`config.mk`:
```
export PLATFORM = sky130hd
export DESIGN_NAME = wrr_cfg_loader
export DESIGN_NICKNAME = d
export VERILOG_FILES = /design/src/rtl/wrr_cfg_pkg.sv /design/src/rtl/wrr_cfg_loader.sv
export SDC_FILE = /design/constraint.sdc
export NUM_CORES = 1
export LEC_CHECK = 0
export BUFFER_PORTS_ARGS = -buffer_cell sky130_fd_sc_hd__buf_2
export CORE_MARGIN = 3
export CORE_UTILIZATION = 50
export CTS_CLUSTER_SIZE = 25
export DETAILED_ROUTE_END_ITERATION = 8
export PLACE_DENSITY = 0.78
export SLEW_MARGIN = 40
export SYNTH_ARGS = -nofsm -noshare
export SYNTH_HDL_FRONTEND = slang
export SYNTH_SLANG_ARGS = --single-unit
```
`constraint.sdc`:
```
create_clock -name clk_cp -period 3 [get_ports clk_cp]
set_input_delay 0.15 -clock clk_cp [delete_from_list [all_inputs] [get_ports clk_cp]]
set_output_delay 0.15 -clock clk_cp [all_outputs]
set_load 0.005 [all_outputs]
```
`src/rtl/wrr_cfg_pkg.sv`:
```
// Shared definitions for the WRR rank-calculator configuration loader:
// CPU index layout, readback field positions, error codes and FSM states.
package wrr_cfg_pkg;

    localparam int PORT_W  = 3;
    localparam int CLASS_W = 5;
    localparam int IDX_W   = PORT_W + CLASS_W;
    localparam int VAL_W   = 27;

    localparam int ROUND_HI = 26;
    localparam int ROUND_LO = 16;
    localparam int CFG_W_HI = 15;
    localparam int CFG_W_LO = 8;
    localparam int CNT_HI   = 7;
    localparam int CNT_LO   = 0;

    localparam logic [1:0] ERR_OK       = 2'd0;
    localparam logic [1:0] ERR_MISMATCH = 2'd1;
    localparam logic [1:0] ERR_TIMEOUT  = 2'd2;

    typedef enum logic [2:0] {
        IDLE,
        WR,
        WR_GAP,
        RD,
        RD_WAIT,
        DONE
    } state_e;

endpackage

```
`src/rtl/wrr_cfg_loader.sv`:
```
// Loads per-class WRR weights for one port over the CPU config bus, then reads
// every class back and verifies the stored weight, reporting mismatch/timeout.
module wrr_cfg_loader
    import wrr_cfg_pkg::*;
#(
    parameter int MAX_CLASSES = 8,
    parameter int GAP_CYCLES  = 1,
    parameter int RD_TIMEOUT  = 16
) (
    input  logic                     clk_cp,
    input  logic                     rst,
    input  logic                     cmd_valid,
    output logic                     cmd_ready,
    input  logic [PORT_W-1:0]        cmd_port,
    input  logic [3:0]               cmd_num_classes,
    input  logic [8*MAX_CLASSES-1:0] cmd_weights,
    output logic                     wire_out_cpu_valid,
    output logic [IDX_W-1:0]         wire_out_cpu_index,
    output logic                     wire_out_cpu_write_sig,
    output logic [8:0]               wire_out_cpu_config_write,
    output logic                     wire_out_cpu_read_sig,
    input  logic                     wire_in_cpu_valid,
    input  logic [IDX_W-1:0]         wire_in_cpu_index,
    input  logic [VAL_W-1:0]         wire_in_cpu_val,
    output logic                     done,
    output logic [1:0]               err_code,
    output logic [CLASS_W-1:0]       err_class
);

    localparam logic [CLASS_W-1:0] MAXC = CLASS_W'(MAX_CLASSES);
    localparam int GW = (GAP_CYCLES > 1) ? $clog2(GAP_CYCLES) : 1;
    localparam logic [GW-1:0] GAP_LAST = GW'((GAP_CYCLES > 0) ? GAP_CYCLES - 1 : 0);
    localparam int TW = (RD_TIMEOUT > 2) ? $clog2(RD_TIMEOUT) : 1;
    // Timeout is measured from the read strobe, so done lands RD_TIMEOUT cycles after it.
    localparam logic [TW-1:0] TMO_LAST = TW'((RD_TIMEOUT > 1) ? RD_TIMEOUT - 2 : 0);

    state_e                   state_q;
    logic [PORT_W-1:0]        port_q;
    logic [CLASS_W-1:0]       n_q;
    logic [CLASS_W-1:0]       k_q;
    logic [8*MAX_CLASSES-1:0] weights_q;
    logic [GW-1:0]            gap_q;
    logic [TW-1:0]            tmo_q;
    logic                     ready_q;
    logic                     valid_q;
    logic                     wr_q;
    logic                     rd_q;
    logic [IDX_W-1:0]         idx_q;
    logic [8:0]               cfg_q;
    logic                     done_q;
    logic [1:0]               err_q;
    logic [CLASS_W-1:0]       errc_q;

    logic [CLASS_W-1:0] num_d;
    logic [CLASS_W-1:0] k_inc;
    logic               last_class;
    logic [7:0]         cur_w;
    logic [7:0]         nxt_w;
    logic               rsp_hit;
    logic               wr_advance;
    logic               unused_rsp_fields;

    function automatic logic [7:0] weight_at(input logic [8*MAX_CLASSES-1:0] w,
                                             input logic [CLASS_W-1:0]       k);
        weight_at = 8'h00;
        for (int i = 0; i < MAX_CLASSES; i++)
            if (k == CLASS_W'(i)) weight_at = w[8*i +: 8];
    endfunction

    assign num_d      = ({1'b0, cmd_num_classes} > MAXC) ? MAXC : {1'b0, cmd_num_classes};
    assign k_inc      = k_q + 1'b1;
    assign last_class = (k_q == n_q - 1'b1);
    assign cur_w      = weight_at(weights_q, k_q);
    assign nxt_w      = weight_at(weights_q, k_inc);
    assign rsp_hit    = wire_in_cpu_valid && (wire_in_cpu_index == {port_q, k_q});
    assign wr_advance = (GAP_CYCLES == 0) ? (state_q == WR)
                                          : (state_q == WR_GAP && gap_q == GAP_LAST);

    // Only the stored weight is verified; round and counter are informational.
    assign unused_rsp_fields = ^{wire_in_cpu_val[ROUND_HI:ROUND_LO], wire_in_cpu_val[CNT_HI:CNT_LO]};

    always_ff @(posedge clk_cp or posedge rst) begin
        if (rst) begin
            state_q   <= IDLE;
            port_q    <= '0;
            n_q       <= '0;
            k_q       <= '0;
            weights_q <= '0;
            gap_q     <= '0;
            tmo_q     <= '0;
            ready_q   <= 1'b0;
            valid_q   <= 1'b0;
            wr_q      <= 1'b0;
            rd_q      <= 1'b0;
            idx_q     <= '0;
            cfg_q     <= '0;
            done_q    <= 1'b0;
            err_q     <= ERR_OK;
            errc_q    <= '0;
        end else begin
            case (state_q)
                IDLE: begin
                    ready_q <= 1'b1;
                    if (cmd_valid && ready_q) begin
                        ready_q   <= 1'b0;
                        port_q    <= cmd_port;
                        n_q       <= num_d;
                        weights_q <= cmd_weights;
                        k_q       <= '0;
                        err_q     <= ERR_OK;
                        errc_q    <= '0;
                        if (num_d == '0) begin
                            state_q <= DONE;
                            done_q  <= 1'b1;
                        end else begin
                            state_q <= WR;
                            valid_q <= 1'b1;
                            wr_q    <= 1'b1;
                            idx_q   <= {cmd_port, CLASS_W'(0)};
                            cfg_q   <= {1'b0, cmd_weights[7:0]};
                        end
                    end
                end
                WR, WR_GAP: begin
                    if (wr_advance) begin
                        if (last_class) begin
                            state_q <= RD;
                            k_q     <= '0;
                            valid_q <= 1'b1;
                            wr_q    <= 1'b0;
                            rd_q    <= 1'b1;
                            idx_q   <= {port_q, CLASS_W'(0)};
                            cfg_q   <= '0;
                        end else begin
                            state_q <= WR;
                            k_q     <= k_inc;
                            valid_q <= 1'b1;
                            wr_q    <= 1'b1;
                            idx_q   <= {port_q, k_inc};
                            cfg_q   <= {1'b0, nxt_w};
                        end
                    end else if (state_q == WR) begin
                        state_q <= WR_GAP;
                        gap_q   <= '0;
                        valid_q <= 1'b0;
                        wr_q    <= 1'b0;
                        idx_q   <= '0;
                        cfg_q   <= '0;
                    end else begin
                        gap_q <= gap_q + 1'b1;
                    end
                end
                RD: begin
                    state_q <= RD_WAIT;
                    tmo_q   <= '0;
                    valid_q <= 1'b0;
                    rd_q    <= 1'b0;
                    idx_q   <= '0;
                end
                RD_WAIT: begin
                    if (rsp_hit) begin
                        if (wire_in_cpu_val[CFG_W_HI:CFG_W_LO] != cur_w) begin
                            err_q   <= ERR_MISMATCH;
                            errc_q  <= k_q;
                            state_q <= DONE;
                            done_q  <= 1'b1;
                        end else if (last_class) begin
                            state_q <= DONE;
                            done_q  <= 1'b1;
                        end else begin
                            state_q <= RD;
                            k_q     <= k_inc;
                            valid_q <= 1'b1;
                            rd_q    <= 1'b1;
                            idx_q   <= {port_q, k_inc};
                        end
                    end else if (tmo_q == TMO_LAST) begin
                        err_q   <= ERR_TIMEOUT;
                        errc_q  <= k_q;
                        state_q <= DONE;
                        done_q  <= 1'b1;
                    end else begin
                        tmo_q <= tmo_q + 1'b1;
                    end
                end
                DONE: begin
                    done_q  <= 1'b0;
                    ready_q <= 1'b1;
                    state_q <= IDLE;
                end
                default: state_q <= IDLE;
            endcase
        end
    end

    assign cmd_ready                 = ready_q;
    assign wire_out_cpu_valid        = valid_q;
    assign wire_out_cpu_index        = idx_q;
    assign wire_out_cpu_write_sig    = wr_q;
    assign wire_out_cpu_config_write = cfg_q;
    assign wire_out_cpu_read_sig     = rd_q;
    assign done                      = done_q;
    assign err_code                  = err_q;
    assign err_class                 = errc_q;

endmodule

```
# Yosys cells after proc, flatten, opt, wreduce, memory -nomap -nowiden
# Cells that the tools add are included.
[totals] in_bits=110 reg_bits=114
[classes] bitwise=2 n_lt_le_gt_ge=1 reduce_logical=26 n_mux=84 n_eq_ne=37 n_addsub=4
[ops] operator="8-bit 2-to-1 mux" count=24
[ops] operator="5-bit 2-to-1 mux" count=10
[ops] operator="5-bit by 3-bit == test with 1-bit output, second input constant" count=8
[ops] operator="9-bit 2-to-1 mux" count=4
[ops] operator="8-bit one-hot mux with 4 select lines" count=1
[ops] operator="3-bit 2-to-1 mux" count=8
[ops] operator="5-bit by 2-bit == test with 1-bit output, second input constant" count=4
[ops] operator="2-bit inequality test, second input constant" count=10
[ops] operator="1-bit 2-to-1 mux" count=18
[ops] operator="9-bit one-hot mux with 2 select lines" count=1
[ops] operator="5-bit logical NOT" count=3
[ops] operator="5-bit one-hot mux with 3 select lines" count=1
[ops] operator="4-bit 2-to-1 mux" count=3
[ops] operator="3-bit one-hot mux with 4 select lines" count=1
[ops] operator="6-bit AND reduction" count=2
[ops] operator="5-bit by 1-bit == test with 1-bit output, second input constant" count=2
[ops] operator="2-bit 2-to-1 mux" count=5
[ops] operator="5-bit one-hot mux with 2 select lines" count=1
[ops] operator="3-bit inequality test, second input constant" count=3
[ops] operator="3-bit nonzero test" count=3
[ops] operator="8-bit == test" count=1
[ops] operator="8-bit inequality test" count=1
[ops] operator="4-bit one-hot mux with 2 select lines" count=1
[ops] operator="4-bit AND reduction" count=2
[ops] operator="25 further kinds" count=37

# Logic depth before layout (Yosys ltp)
[depth] depth_word=13 mapped_depth=15 mapped_depth_nobuf=11

# Worst setup path after synthesis
# Ideal clock, no wire load.
[synth_path] path_kind="flip-flop to flip-flop" from="register k_q[0]" to="register idx_q[2], in the netlist wire_out_cpu_index[2]" slack_ps=-236 synth_period_minus_slack_ps=3236 setup_time_ps=125 n_path_buf=3 arrival_time_ps=3111 stages_incl_launch_ff=14 path_cell_list="dfrtp_1 > clkbuf_1 > inv_1 > ha_1 > buf_2 > buf_2 > a221oi_1 > o211ai_1 > xor2_1 > o211ai_1 > nor3_1 > nand4b_2 > a211oi_4 > mux2_2"
[synth_between] elab_chain_len=12
[synth_rtl] element="start, declared" line="wrr_cfg_loader.sv:40" rtl="logic [CLASS_W-1:0] k_q;"
[synth_rtl] element="start signal, assigned" line="wrr_cfg_loader.sv:136" rtl="k_q <= k_inc;"
[synth_rtl] element="start signal, assigned" line="wrr_cfg_loader.sv:172" rtl="k_q <= k_inc;"
[synth_rtl] element="5-bit logical NOT" line="wrr_cfg_loader.sv:67" rtl="if (k == CLASS_W'(i)) weight_at = w[8*i +: 8];"
[synth_rtl] element="8-bit 2-to-1 mux (8 in a row)" line="wrr_cfg_loader.sv:67"
[synth_rtl] element="8-bit inequality test" line="wrr_cfg_loader.sv:162" rtl="if (wire_in_cpu_val[CFG_W_HI:CFG_W_LO] != cur_w) begin"
[synth_rtl] element="2-bit inequality test (no line)"
[synth_rtl] element="7-bit AND reduction (no line)"
[synth_rtl] element="end signal, assigned" line="wrr_cfg_loader.sv:119" rtl="idx_q <= {cmd_port, CLASS_W'(0)};"
[synth_rtl] element="end signal, assigned" line="wrr_cfg_loader.sv:132" rtl="idx_q <= {port_q, CLASS_W'(0)};"
[synth_rtl] element="end signal, assigned" line="wrr_cfg_loader.sv:175" rtl="idx_q <= {port_q, k_inc};"
[synth_rtl] element="end, declared" line="wrr_cfg_loader.sv:48" rtl="logic [IDX_W-1:0] idx_q;"
# Parallel ways exist; a longest one is shown, timed or not. The select of a mux whose other input is x is not followed.
# A chain may end at the register's enable or synchronous reset.

# Final worst setup path
[layout_path] from="register k_q[0]" to="register errc_q[1], in the netlist err_class[1]"
[layout_between] elab_chain_len=12
[layout_rtl] element="5-bit logical NOT" line="wrr_cfg_loader.sv:67"
[layout_rtl] element="8-bit 2-to-1 mux (8 in a row)" line="wrr_cfg_loader.sv:67"
[layout_rtl] element="8-bit inequality test" line="wrr_cfg_loader.sv:162"
[layout_rtl] element="3-bit inequality test (no line)"
[layout_rtl] element="4-bit AND reduction (no line)"
[layout_rtl] element="end signal, assigned" line="wrr_cfg_loader.sv:164" rtl="errc_q <= k_q;"
[layout_rtl] element="end signal, assigned" line="wrr_cfg_loader.sv:179" rtl="errc_q <= k_q;"
[layout_rtl] element="end, declared" line="wrr_cfg_loader.sv:52" rtl="logic [CLASS_W-1:0] errc_q;"
# Parallel ways exist; a longest one is shown, timed or not.

==> impl_metrics.py <==
metrics = {
    "route": {
        "drtAntennaViolNets": 0,
        "via_per_inst": 6.17,
        "drt-initial-drc-count": 590,
        "firstDrtPassIters": 5,
        "post_drt_wl_per_cell_um": 21.5,
        "vias": 6475,
        "drc": 0,
        "routed_wirelength_um": 22500,
    },
    "min_path": {
        "hold_depth": 3,
        "hold_class": "primary input to flip-flop",
        "worstHoldEndpoint": "weights_q[59]",
        "min-delay-start": "cmd_weights[59]",
    },
    "pwr": {
        "p_comb_share_pct": 57.3,
        "p_sw_share_pct": 43.3,
        "power.internal_mw": 5.63,
        "total_power_mw": 9.92,
        "p_clk_share_pct": 12.4,
        "powerDensity_nw_per_um2": 1150,
        "p_leak_nw": 3.80,
        "pwr-share-seq_pct": 30.3,
        "peakVddDrop_v": 0.000731,
        "p_switching_mw": 4.29,
    },
    "critical_path": {
        "crit_family": "compound AO/OA/AOI/OAI gates",
        "r2r_cells": 15,
        "r2r_slack_ps": -50,
        "arrival_ps": 3300,
        "critPathSlowestCell": "dfrtp_2",
        "crit_top_cell": "buf_4",
        "worstPathRequired_ps": 3250,
        "cp_slowest_stage_delay_ps": 470,
        "cp.buffers_inverters": 5,
        "path_class": "flip-flop to flip-flop",
        "worstPathCellList": "ha_2 -> buf_12 -> nor3b_1 -> o31ai_1 -> buf_4 -> nand2_1 -> o22a_1 -> o211ai_1 -> buf_4 -> nor4_2 -> buf_4 -> a21oi_4 -> o21ai_1 -> buf_4 -> a22o_1",
        "cp-start-kind": "flip-flop",
        "r2r_start": "k_q[0]",
        "r2r-end": "err_class[1]",
        "crit_fanout": 11,
        "end_kind": "flip-flop",
    },
    "logic_synthesis": {
        "yosys.area_share.simple_pct": 15.1,
        "ys_async_sr_fraction_pct": 100,
        "synth_nets": 810,
        "yosys_warnings": 0,
        "synthFlopType": "dfrtp_1",
        "synth_xor_area_share_pct": 3.31,
        "synth_cell_types": 73,
        "synth_top_family_by_area": "compound AO/OA/AOI/OAI gates",
        "synth.cell_area_um2": 6620,
        "syn_area_per_cell_um2": 9.55,
        "postSynthRegisterBits": 112,
        "synth-edff-count": 0,
        "synth_compound_area_share_pct": 21.4,
        "synth-seq-area-share_pct": 42.3,
        "synth_fa_ha_area_share_pct": 1.32,
        "synth.area.mux_share_pct": 11.5,
        "netlist_instances": 693,
    },
    "cts": {
        "cts_tree": "yes",
        "clkLatencyLatePin_ps": 360,
        "cts_root_buf": "clkbuf_16",
        "cts_buffers": 9,
        "cts_buffer_depth": 2,
        "path_clk_slew_ps": 70,
        "htree_levels": 3,
        "cts.sinks": 112,
    },
    "global_routing": {
        "grt_overflow_total": 0,
        "busiest_layer": "met2",
        "antenna_found_initial": 1,
        "grt_usage_pct": 30.9,
        "grt_pass1_wl_um": 34900,
        "grt_use_met1_pct": 36.5,
        "gr-usage-met2_pct": 53.7,
        "grt_pass1_vias": 6608,
        "grt_use_met3_pct": 5.83,
        "grt_max_degree": 113,
    },
    "floorplanning": {
        "die-area_um2": 14700,
        "io-pin-count": 139,
        "initial_utilization_pct": 51.8,
        "num_rows": 41,
        "die_w_um": 121,
        "core_um2": 12800,
        "die_h_um": 121,
    },
    "finish": {
        "nets": 991,
        "synthToLayoutAreaGrowth_pct": 30.1,
        "fillCellCount": 1051,
        "layout_commonest_cell": "buf_2",
        "diodes": 0,
        "layout_common_cells": "buf_2 (118), dfrtp_1 (110), buf_4 (82), nand2_1 (72), mux2_2 (63)",
        "layout-drive-gt1-share_pct": 39.6,
    },
    "placed_design": {
        "dpl.hpwl_um": 16900,
        "pre_cts_ws_ps": -274,
        "port_buffers": 118,
        "gp_congestion": 1.02,
    },
    "sta": {
        "skew_ps": 7.23,
        "relSlewSlack_pct": 48.4,
        "postLayoutSetupSlackWorst_ps": -50.3,
        "setup_tns_ps": -525,
        "rsz0062_at_grt": "true",
        "hold_viol": 0,
        "setup_violations": 12,
        "tightestPinTransition_ps": 769,
        "fmax_ghz": 0.328,
        "period_needed_ps": 3050,
        "finalMaxSlewViolations": 0,
        "min_period_over_period_pct": 102,
    },
    "status": {
        "violations": "setup timing",
        "status": "finished, violations left",
    },
    "flow_run": {
        "maxCapViolations": 0,
    },
}
worst max path at each step:
| stage | start | end | slack, ps | depth (start not counted) |
|---|---|---|---|---|
| floorplan | k_q[1] | wire_out_cpu_index[2] | -20 | 14 |
| global placement | k_q[1] | wire_out_cpu_index[7] | -200 | 11 |
| detailed placement | k_q[0] | wire_out_cpu_index[7] | -270 | 12 |
| CTS | k_q[0] | wire_out_cpu_index[7] | -60 | 14 |
| global route | k_q[0] | wire_out_cpu_index[7] | -190 | 12 |
| finish | k_q[0] | err_class[1] | -50 | 15 |
what timing repair did:
action,4_1_cts,5_1_grt
resized for setup,44,24
endpoints found under the setup margin,24,28
pin swaps,17,19
buffers inserted,4,5
endpoints found under the hold margin,9,0
hold buffers,2,0
cells in the mapped netlist, types with 6 or more instances:
| cell | count | area, um^2 |
|---|---|---|
| xnor2_1 | 14 | 123 |
| o221ai_1 | 9 | 78.8 |
| nor3_1 | 18 | 90.1 |
| nand2b_1 | 6 | 37.5 |
| dfrtp_1 | 112 | 2800 |
| nand3_1 | 9 | 45.0 |
| a22o_1 | 10 | 87.6 |
| nand3b_1 | 7 | 52.6 |
| mux2_2 | 67 | 754 |
| buf_2 | 14 | 70.1 |
| inv_1 | 28 | 105 |
| o31ai_1 | 12 | 90.1 |
| nor2b_1 | 15 | 93.8 |
| a211oi_1 | 10 | 75.1 |
| a21oi_1 | 38 | 190 |
| and2_1 | 6 | 37.5 |
| xor2_1 | 11 | 96.3 |
| o211ai_1 | 10 | 75.1 |
| clkbuf_1 | 23 | 86.3 |
| nand2_1 | 73 | 274 |
| ha_1 | 7 | 87.6 |
| a221oi_1 | 13 | 114 |
| nor2_1 | 38 | 143 |
| o21ai_0 | 52 | 260 |
worst register-to-register path, delay by kind of cell, from the launching register on:
kind,cells,cell delay [ps]
and+or+nand+nor,3,220
buffers and inverters,5,790
adders and majority gates,1,220
AOI/OAI and AO/OA,6,1230
DFF,1,470
power by group through the flow:
stage	Combinational [mW]	Clock, mW	Sequential [mW]
after floorplan	3.37	0	2.63
after global placement	4.98	0	2.96
after detailed placement	5.11	0	2.96
after CTS	5.42	1.25	2.97
after global routing	6.17	1.31	3.04
final	5.69	1.23	3.01
through the flow:
step	cells	utilization (%)	hold WS [ps]	instance area [um^2]
global route	1050	67.4	9.64	8610
global placement	1025	62.2	355	7950
detailed placement	1025	62.2	362	7950
finish	1050	67.4	6.67	8610
floorplan	693	-	267	6640
CTS	1046	66.4	4.52	8480
cell families after synthesis:
kind of cell	after synthesis
simple gates	200
fa+ha+maj	7
flops	112
xor+xnor	25
compound gates	207
buf+inv	73
other cells	1
mux	68
sequential cells by signal (all words and copies together), names as in the netlist:
| register | flops |
|---|---|
| state_q | 3 |
| wire_out_cpu_write_sig | 1 |
| k_q | 5 |
| wire_out_cpu_index | 8 |
| n_q | 4 |
| done | 1 |
| wire_out_cpu_config_write | 8 |
| port_q | 3 |
| wire_out_cpu_read_sig | 1 |
| cmd_ready | 1 |
| tmo_q | 4 |
| gap_q | 1 |
| weights_q | 64 |
| err_code | 2 |
| err_class | 5 |
| wire_out_cpu_valid | 1 |
area by class of cell:
type	count	area (um^2)	share of cell area [%]
clock buffers	10	239	2.78
flip-flops and latches	112	2810	32.6
well taps	172	215	2.50
clock inverters	5	56.3	0.654
inverters	28	111	1.29
repair buffers	215	1430	16.6
multi-input cells	508	3760	43.7
metal layers:
layer  share of wire, %  vias to the layer above  wire length (um)
met5              0.049                        -                11
met4                5.0                        2              1120
met3                6.5                       85              1460
met2                 50                      306             11300
met1                 38                     3176              8660
li1                   -                     2906                 -
Power figures use the tool's default switching activity.
